<file path="src/rtl/mdu.sv">
// Iterative 32-bit multiply/divide unit with HI/LO result registers.
// One radix-2 step per cycle: shift-add multiply, restoring divide on magnitudes.
module mdu (
  input  logic        clk,
  input  logic        reset,
  input  logic        start,
  input  logic [1:0]  mdop,
  input  logic [31:0] srca,
  input  logic [31:0] srcb,
  input  logic        hi_we,
  input  logic        lo_we,
  input  logic [31:0] wdata,
  output logic [31:0] hi,
  output logic [31:0] lo,
  output logic        busy,
  output logic        done
);

  typedef enum logic [1:0] {IDLE, CALC, SIGN} state_t;

  state_t      state_q, state_d;
  logic [4:0]  cnt_q, cnt_d;
  logic [1:0]  op_q, op_d;
  logic        sa_q, sa_d, sb_q, sb_d;
  logic [31:0] a_q, a_d;
  logic [31:0] b_q, b_d;
  logic [63:0] p_q, p_d;
  logic [31:0] hi_q, hi_d, lo_q, lo_d;
  logic        done_q, done_d;

  logic        in_sgn, in_sa, in_sb;
  logic [31:0] a_mag, b_mag;
  logic [32:0] mul_sum;
  logic [33:0] div_diff;
  logic        div_take;
  logic [63:0] prod_neg;
  logic [31:0] q_neg, r_neg;

  assign in_sgn = ~mdop[0];
  assign in_sa  = in_sgn & srca[31];
  assign in_sb  = in_sgn & srcb[31];
  assign a_mag  = in_sa ? -srca : srca;
  assign b_mag  = in_sb ? -srcb : srcb;

  // p_q holds {partial product, remaining multiplier} or {partial remainder, dividend/quotient}
  assign mul_sum  = {1'b0, p_q[63:32]} + (p_q[0] ? {1'b0, b_q} : 33'd0);
  assign div_diff = {1'b0, p_q[63:31]} - {2'b00, b_q};
  assign div_take = ~div_diff[33];

  assign prod_neg = -p_q;
  assign q_neg    = -p_q[31:0];
  assign r_neg    = -p_q[63:32];

  always_comb begin
    state_d = state_q;
    cnt_d   = cnt_q;
    op_d    = op_q;
    sa_d    = sa_q;
    sb_d    = sb_q;
    a_d     = a_q;
    b_d     = b_q;
    p_d     = p_q;
    hi_d    = hi_q;
    lo_d    = lo_q;
    done_d  = 1'b0;
    case (state_q)
      IDLE: begin
        if (hi_we) hi_d = wdata;
        if (lo_we) lo_d = wdata;
        if (start) begin
          op_d    = mdop;
          sa_d    = in_sa;
          sb_d    = in_sb;
          a_d     = srca;
          b_d     = b_mag;
          p_d     = {32'd0, a_mag};
          cnt_d   = 5'd0;
          state_d = CALC;
        end
      end
      CALC: begin
        if (op_q[1]) p_d = div_take ? {div_diff[31:0], p_q[30:0], 1'b1}
                                    : {p_q[62:31], p_q[30:0], 1'b0};
        else         p_d = {mul_sum, p_q[31:1]};
        cnt_d = cnt_q + 5'd1;
        if (cnt_q == 5'd31) state_d = SIGN;
      end
      SIGN: begin
        if (!op_q[1]) begin
          {hi_d, lo_d} = (sa_q ^ sb_q) ? prod_neg : p_q;
        end else if (b_q == 32'd0) begin
          hi_d = a_q;
          lo_d = 32'hFFFF_FFFF;
        end else begin
          lo_d = (sa_q ^ sb_q) ? q_neg : p_q[31:0];
          hi_d = sa_q ? r_neg : p_q[63:32];
        end
        done_d  = 1'b1;
        state_d = IDLE;
      end
      default: state_d = IDLE;
    endcase
  end

  always_ff @(posedge clk) begin
    if (!reset) begin
      state_q <= IDLE;
      cnt_q   <= 5'd0;
      op_q    <= 2'd0;
      sa_q    <= 1'b0;
      sb_q    <= 1'b0;
      a_q     <= 32'd0;
      b_q     <= 32'd0;
      p_q     <= 64'd0;
      hi_q    <= 32'd0;
      lo_q    <= 32'd0;
      done_q  <= 1'b0;
    end else begin
      state_q <= state_d;
      cnt_q   <= cnt_d;
      op_q    <= op_d;
      sa_q    <= sa_d;
      sb_q    <= sb_d;
      a_q     <= a_d;
      b_q     <= b_d;
      p_q     <= p_d;
      hi_q    <= hi_d;
      lo_q    <= lo_d;
      done_q  <= done_d;
    end
  end

  assign hi   = hi_q;
  assign lo   = lo_q;
  assign busy = (state_q != IDLE);
  assign done = done_q;

endmodule

</file>
<file path="config.mk">
export PLATFORM = sky130hd
export DESIGN_NAME = mdu
export DESIGN_NICKNAME = d
export VERILOG_FILES = /design/src/rtl/mdu.sv
export SDC_FILE = /design/constraint.sdc
export NUM_CORES = 1
export LEC_CHECK = 0
export CORE_AREA = 2 2 168 170
export DETAILED_ROUTE_END_ITERATION = 6
export DIE_AREA = 0 0 170 172
export PLACE_DENSITY = 0.91
export SETUP_SLACK_MARGIN = 0.4
export SLEW_MARGIN = 20
export SYNTH_ARGS = -nofsm -noshare
export SYNTH_HDL_FRONTEND = slang
export SYNTH_SLANG_ARGS = --single-unit
</file>
<file path="constraint.sdc">
create_clock -name clk -period 4.3 [get_ports clk]
set_input_delay 0.43 -clock clk [delete_from_list [all_inputs] [get_ports clk]]
set_output_delay 0.43 -clock clk [all_outputs]
set_load 0.02 [all_outputs]
</file>
# Word level (Yosys, flattened, before mapping)
# Cells that the tools add are included.
[word_totals] reg_bits=204 word_cells=64 out_inout_bits=66 inputBits=103
[classes] n_reduce_logical=10 bitwise_logic=4 eq_ne=7 mux=24 addsub=8
[ops] op="32-bit 2-to-1 mux" n=11
[ops] op="64-bit 2-to-1 mux" n=4
[ops] op="32-bit negator" n=4
[ops] op="32-bit one-hot mux with 2 select lines" n=2
[ops] op="64-bit one-hot mux with 2 select lines" n=1
[ops] op="64-bit negator" n=1
[ops] op="33-bit by 32-bit subtractor with 34-bit output" n=1
[ops] op="32-bit by 32-bit adder with 33-bit output" n=1
[ops] op="32-bit logical NOT" n=1
[ops] op="5-bit one-hot mux with 2 select lines" n=1
[ops] op="2-bit AND reduction" n=5
[ops] op="2-bit != test (second input constant)" n=4
[ops] op="2-bit nonzero test" n=3
[ops] op="5-bit by 1-bit adder with 5-bit output (second input constant)" n=1
[ops] op="5-bit equality test (second input constant)" n=1
[ops] op="5-bit 2-to-1 mux" n=1
[ops] op="2-bit 2-to-1 mux" n=2
[ops] op="2-bit one-hot mux with 2 select lines" n=1
[ops] op="1-bit AND" n=2
[ops] op="2-bit by 1-bit equality test with 1-bit output (second input constant)" n=1
[ops] op="2-bit equality test (second input constant)" n=1
[ops] op="2-bit logical NOT" n=1
[ops] op="1-bit 2-to-1 mux" n=1
[ops] op="1-bit inverter" n=1
[ops] op="1-bit XOR" n=1

# Longest topological paths before layout
[depth] depth_word=5 ltp_mapped=15 mapped_depth_nobuf=13

# Worst setup path before layout
# No wires, ideal clock.
[synth_timing] path_type="flip-flop to flip-flop" startpoint="register p_q[0]" endpoint="register p_q[62]" path_slack_ns=1.132 arrival_time_ns=3.028 path_stages_with_launch=15 t_required_ns=4.160 setup_time_ns=0.140 period_less_slack_ns=3.168 path_buffers=2 path_cell_list="dfxtp_1 -> clkbuf_1 -> inv_1 -> clkbuf_1 -> nor2_1 -> ha_1 -> a2111oi_0 -> o21ai_0 -> a32oi_1 -> o22ai_1 -> a2111oi_0 -> o31ai_1 -> a31oi_1 -> xor2_1 -> o221ai_1"
[synth_between] elab_chain_len=4
[synth_rtl] item="start: declaration" line="27" source="logic [63:0] p_q, p_d;"
[synth_rtl] item="start signal: assignment" line="126" source="p_q <= p_d;"
[synth_rtl] item="32-bit 2-to-1 mux" line="46" source="assign mul_sum = {1'b0, p_q[63:32]} + (p_q[0] ? {1'b0, b_q} : 33'd0);"
[synth_rtl] item="32-bit by 32-bit adder with 33-bit output" line="46"
[synth_rtl] item="64-bit 2-to-1 mux" line="82" source="if (op_q[1]) p_d = div_take ? {div_diff[31:0], p_q[30:0], 1'b1}"
[synth_rtl] item="64-bit one-hot mux with 2 select lines" line="66" source="case (state_q)"
# Every way passes these cells.
# A chain may end at the register's enable or synchronous reset.

# Worst setup path in the final report
[layout_timing] startpoint="register p_q[32]" endpoint="register p_q[63]"
[layout_between] elab_chain_len=4 word_cells_on_any_way=5 classes_between="add/sub (2); mux (3)"
[layout_rtl] item="33-bit by 32-bit subtractor with 34-bit output" line="47" source="assign div_diff = {1'b0, p_q[63:31]} - {2'b00, b_q};"
[layout_rtl] item="64-bit 2-to-1 mux" line="82"
[layout_rtl] item="64-bit 2-to-1 mux *" line="82"
[layout_rtl] item="64-bit one-hot mux with 2 select lines *" line="66"
# Every way passes the cells marked *; elsewhere a longest branch is shown, timed or not.

==> impl_metrics.py <==
metrics = {
    "die": {
        "io_pins": 169,
        "start_util": 0.583,
        "die_w_um": 170,
        "core_area_um2": 27500,
        "die_h_um": 172,
        "row_count": 61,
        "dieArea_um2": 29200,
    },
    "critical_path": {
        "slowest_stage": "dfxtp_1",
        "r2r_setup_slack_ps": 700,
        "startpoint_type": "flop",
        "crit_chain": "ha_1 -> inv_1 -> fa_1 -> nand2b_1 -> a21oi_1 -> o311ai_0 -> and3_1 -> o31a_1 -> o31ai_1 -> a31oi_1 -> o21a_1 -> a31oi_1",
        "crit_buf_inv": 1,
        "crit_top_cell": "a31oi_1",
        "crit_fanout": 9,
        "critPathRequiredTime_ps": 4760,
        "endpoint_kind": "flop",
        "worstSetupPathType": "reg -> reg",
        "startpoint": "p_q[32]",
        "cp_data_arrival_time_ps": 4060,
        "r2r_start": "p_q[32]",
        "crit_family": "compound AO/OA/AOI/OAI gates",
        "cpPeakStageDelay_ps": 520,
    },
    "finish": {
        "final-seq-area_um2": 4070,
        "final_area_um2": 18700,
        "multiInputGateArea_um2": 11100,
        "area_delta_synth_final_pct": 17.0,
        "nets": 2406,
        "fillers": 2284,
        "drive_gt1_frac": 0.0583,
    },
    "cts": {
        "cts_buffer_depth": 3,
        "cts_tree": "built",
        "cts_max_level": 1,
        "clkSlewWorstSetupHoldPaths_ps": 60,
        "cts-root-buf": "clkbuf_16",
        "clock-sinks": 203,
        "cts_buffers": 24,
        "clock_latency_ps": 540,
    },
    "worst_hold_path": {
        "hp-start": "reset",
        "worstHoldPathType": "in -> reg",
    },
    "placed_design": {
        "placed_cell_area_um2": 17900,
        "preCtsSetupSlack_ps": 578,
        "place.gp.congestion": 1.06,
        "dp_hpwl_um": 43900,
        "port_buffers": 168,
    },
    "yosys": {
        "synth_top_flop_cell": "dfxtp_1",
        "yosys.area_share.simple": 0.206,
        "synthXorXnorAreaFrac": 0.0891,
        "yosysWarnings": 0,
        "synth_top_family_by_area": "compound AO/OA/AOI/OAI gates",
        "synth-seq-cells": 203,
        "synth_cell_type_count": 76,
        "synthCells": 2157,
        "syn_avg_cell_area_um2": 7.42,
        "synth_area_um2": 16000,
        "syn-num-nets": 2332,
        "synthMuxAreaShare": 0.0250,
        "synth_edf_count": 0,
        "synthAdderAreaFrac": 0.0572,
        "async_flop_share": 0,
        "synth_seq_area_share": 0.254,
        "synth_compound_area_frac": 0.314,
    },
    "timing": {
        "maxSlewHeadroom": 0.224,
        "clock_skew_ps": 13.8,
        "fmax_ghz": 0.278,
        "tns_ps": 0,
        "min_period_ps": 3600,
        "setup-violations-final": 0,
        "hold_violations": 0,
        "rsz0062_at_grt": "no",
        "slew_violations": 0,
        "final.period_utilization": 0.837,
        "tightest_slew_ps": 1160,
        "fin_ws_ps": 699,
    },
    "detailed_routing": {
        "routedWlPerCell_um": 22.7,
        "wirelength_um": 58900,
        "dr.pass1.iters": 6,
        "drtIter0Drc": 2607,
        "route.detailed.drc": 0,
        "vias": 17600,
        "ant_nets": 0,
        "routed_via_density": 6.77,
    },
    "global_route": {
        "grt_pass1_vias": 16400,
        "grt_max_degree": 69,
        "overflow": 0,
        "grtUsageTotal": 0.396,
        "grt_pass1_wl_um": 91300,
        "antenna_found_initial": 2,
    },
    "power": {
        "power_density_nw_per_um2": 319,
        "ir_drop_v": 0.000262,
        "p_leak_nw": 7.60,
    },
    "run": {
        "drv_cap": 0,
    },
    "status": {
        "status": "finished, final reports clean",
    },
}
[state kept, by name, indices dropped and copies added (netlist names), 2 cells and up]
register and flops:
p_q 64, lo 32, b_q 32, hi 32
state_q 2, a_q 32, cnt_q 5
[stage by stage]
step | power [mW] | hold slack (ps) | util | cells
after floorplan | 3.16 | 415 | - | 2157
after global placement | 3.69 | 431 | 0.650 | 2551
after CTS | 5.93 | 403 | 0.681 | 2593
after detailed placement | 3.73 | 438 | 0.650 | 2551
after global routing | 6.17 | 460 | 0.682 | 2593
final | 5.98 | 426 | 0.682 | 2594
[placed cells by master, fill, tap and decap left out, drive strengths merged, types with 66 or more instances in the layout]
cell type,instances
a21oi,195
xor2,80
xnor2,83
inv,66
dfxtp,203
o21ai,152
nor2,168
clkdlybuf4s50,167
nand2,260
a21boi,69
ha,70
[per-layer routing]
layer | share of wire | vias up | GRT usage
met5 | 0.00022 | - | 0
met4 | 0.081 | 2 | 0.271
met3 | 0.096 | 235 | 0.0540
met2 | 0.44 | 1139 | 0.642
met1 | 0.38 | 8175 | 0.491
li1 | - | 8018 | -
[worst reg2reg max path, stage by stage, from the launching register on]
cell and delay, ps:
dfxtp_1 520, ha_1 270, inv_1 70, fa_1 380, nand2b_1 200, a21oi_1 390, o311ai_0 190, and3_1 260
o31a_1 380, o31ai_1 410, a31oi_1 150, o21a_1 180, a31oi_1 130
[Yosys cell counts, drive strengths merged (5+ instances only)]
cell type / n / share of area
o21a: 10 / 0.0047
a21o: 33 / 0.015
xnor2: 83 / 0.045
or2: 7 / 0.0027
nor4: 20 / 0.0097
nor2: 168 / 0.039
nand4: 18 / 0.0084
nor2b: 18 / 0.0070
o31ai: 25 / 0.012
and3: 20 / 0.0078
and2: 10 / 0.0039
nor3: 41 / 0.014
or4: 15 / 0.0077
a211oi: 49 / 0.023
o21bai: 9 / 0.0042
clkbuf: 145 / 0.034
buf: 22 / 0.0061
o211ai: 25 / 0.012
nand3: 56 / 0.018
nand2b: 16 / 0.0063
nand2: 260 / 0.061
a31oi: 26 / 0.010
a21oi: 195 / 0.061
mux2i: 40 / 0.025
o22ai: 5 / 0.0020
a311oi: 7 / 0.0038
or3: 23 / 0.0090
o2111ai: 8 / 0.0044
a221oi: 14 / 0.0084
ha: 70 / 0.055
o221ai: 38 / 0.021
nor3b: 5 / 0.0027
a21boi: 69 / 0.032
o211a: 29 / 0.018
xor2: 80 / 0.044
a41oi: 6 / 0.0033
dfxtp: 203 / 0.25
a22oi: 25 / 0.012
inv: 65 / 0.015
o21ai: 152 / 0.048
o41ai: 9 / 0.0049
[what timing repair did]
action | in CTS | in global routing
setup buffers | 0 | 0
gates resized for setup | 0 | 2
hold buffers | 0 | 0
endpoints found under the setup margin | 0 | 1
[power breakdown]
part           total [mW]  switching, mW  internal, mW
clock network        2.23          0.893          1.33
logic                1.58          0.951         0.624
registers            2.17          0.169          2.01
[worst paths after layout]
path                                 end  cells after the start
worst max-delay path             p_q[63]                     12
worst min-delay path              hi[22]                      2
worst max register to register   p_q[63]                     12
worst min register to register  cnt_q[3]                      1
[area by class of cell]
class / count / share of cell area
multi-input cells: 1722 / 0.593
flip-flops and latches: 203 / 0.217
repair buffers: 215 / 0.109
clock buffers: 29 / 0.0352
well taps: 346 / 0.0231
inverters: 65 / 0.0130
clock inverters: 13 / 0.0102
diodes: 1 / 0.000134
[cells by family (layout without fill, tap and decap cells)]
logic type | count (synthesis) | in the layout
AO/OA/AOI/OAI | 758 | 758
other | 0 | 1
buffers and inverters | 232 | 322
multiplexers | 40 | 40
adder cells (fa/ha/maj) | 72 | 72
AND/OR/NAND/NOR | 689 | 689
flip-flops | 203 | 203
XOR/XNOR | 163 | 163
Note: power is estimated with default switching activity, not from simulation.
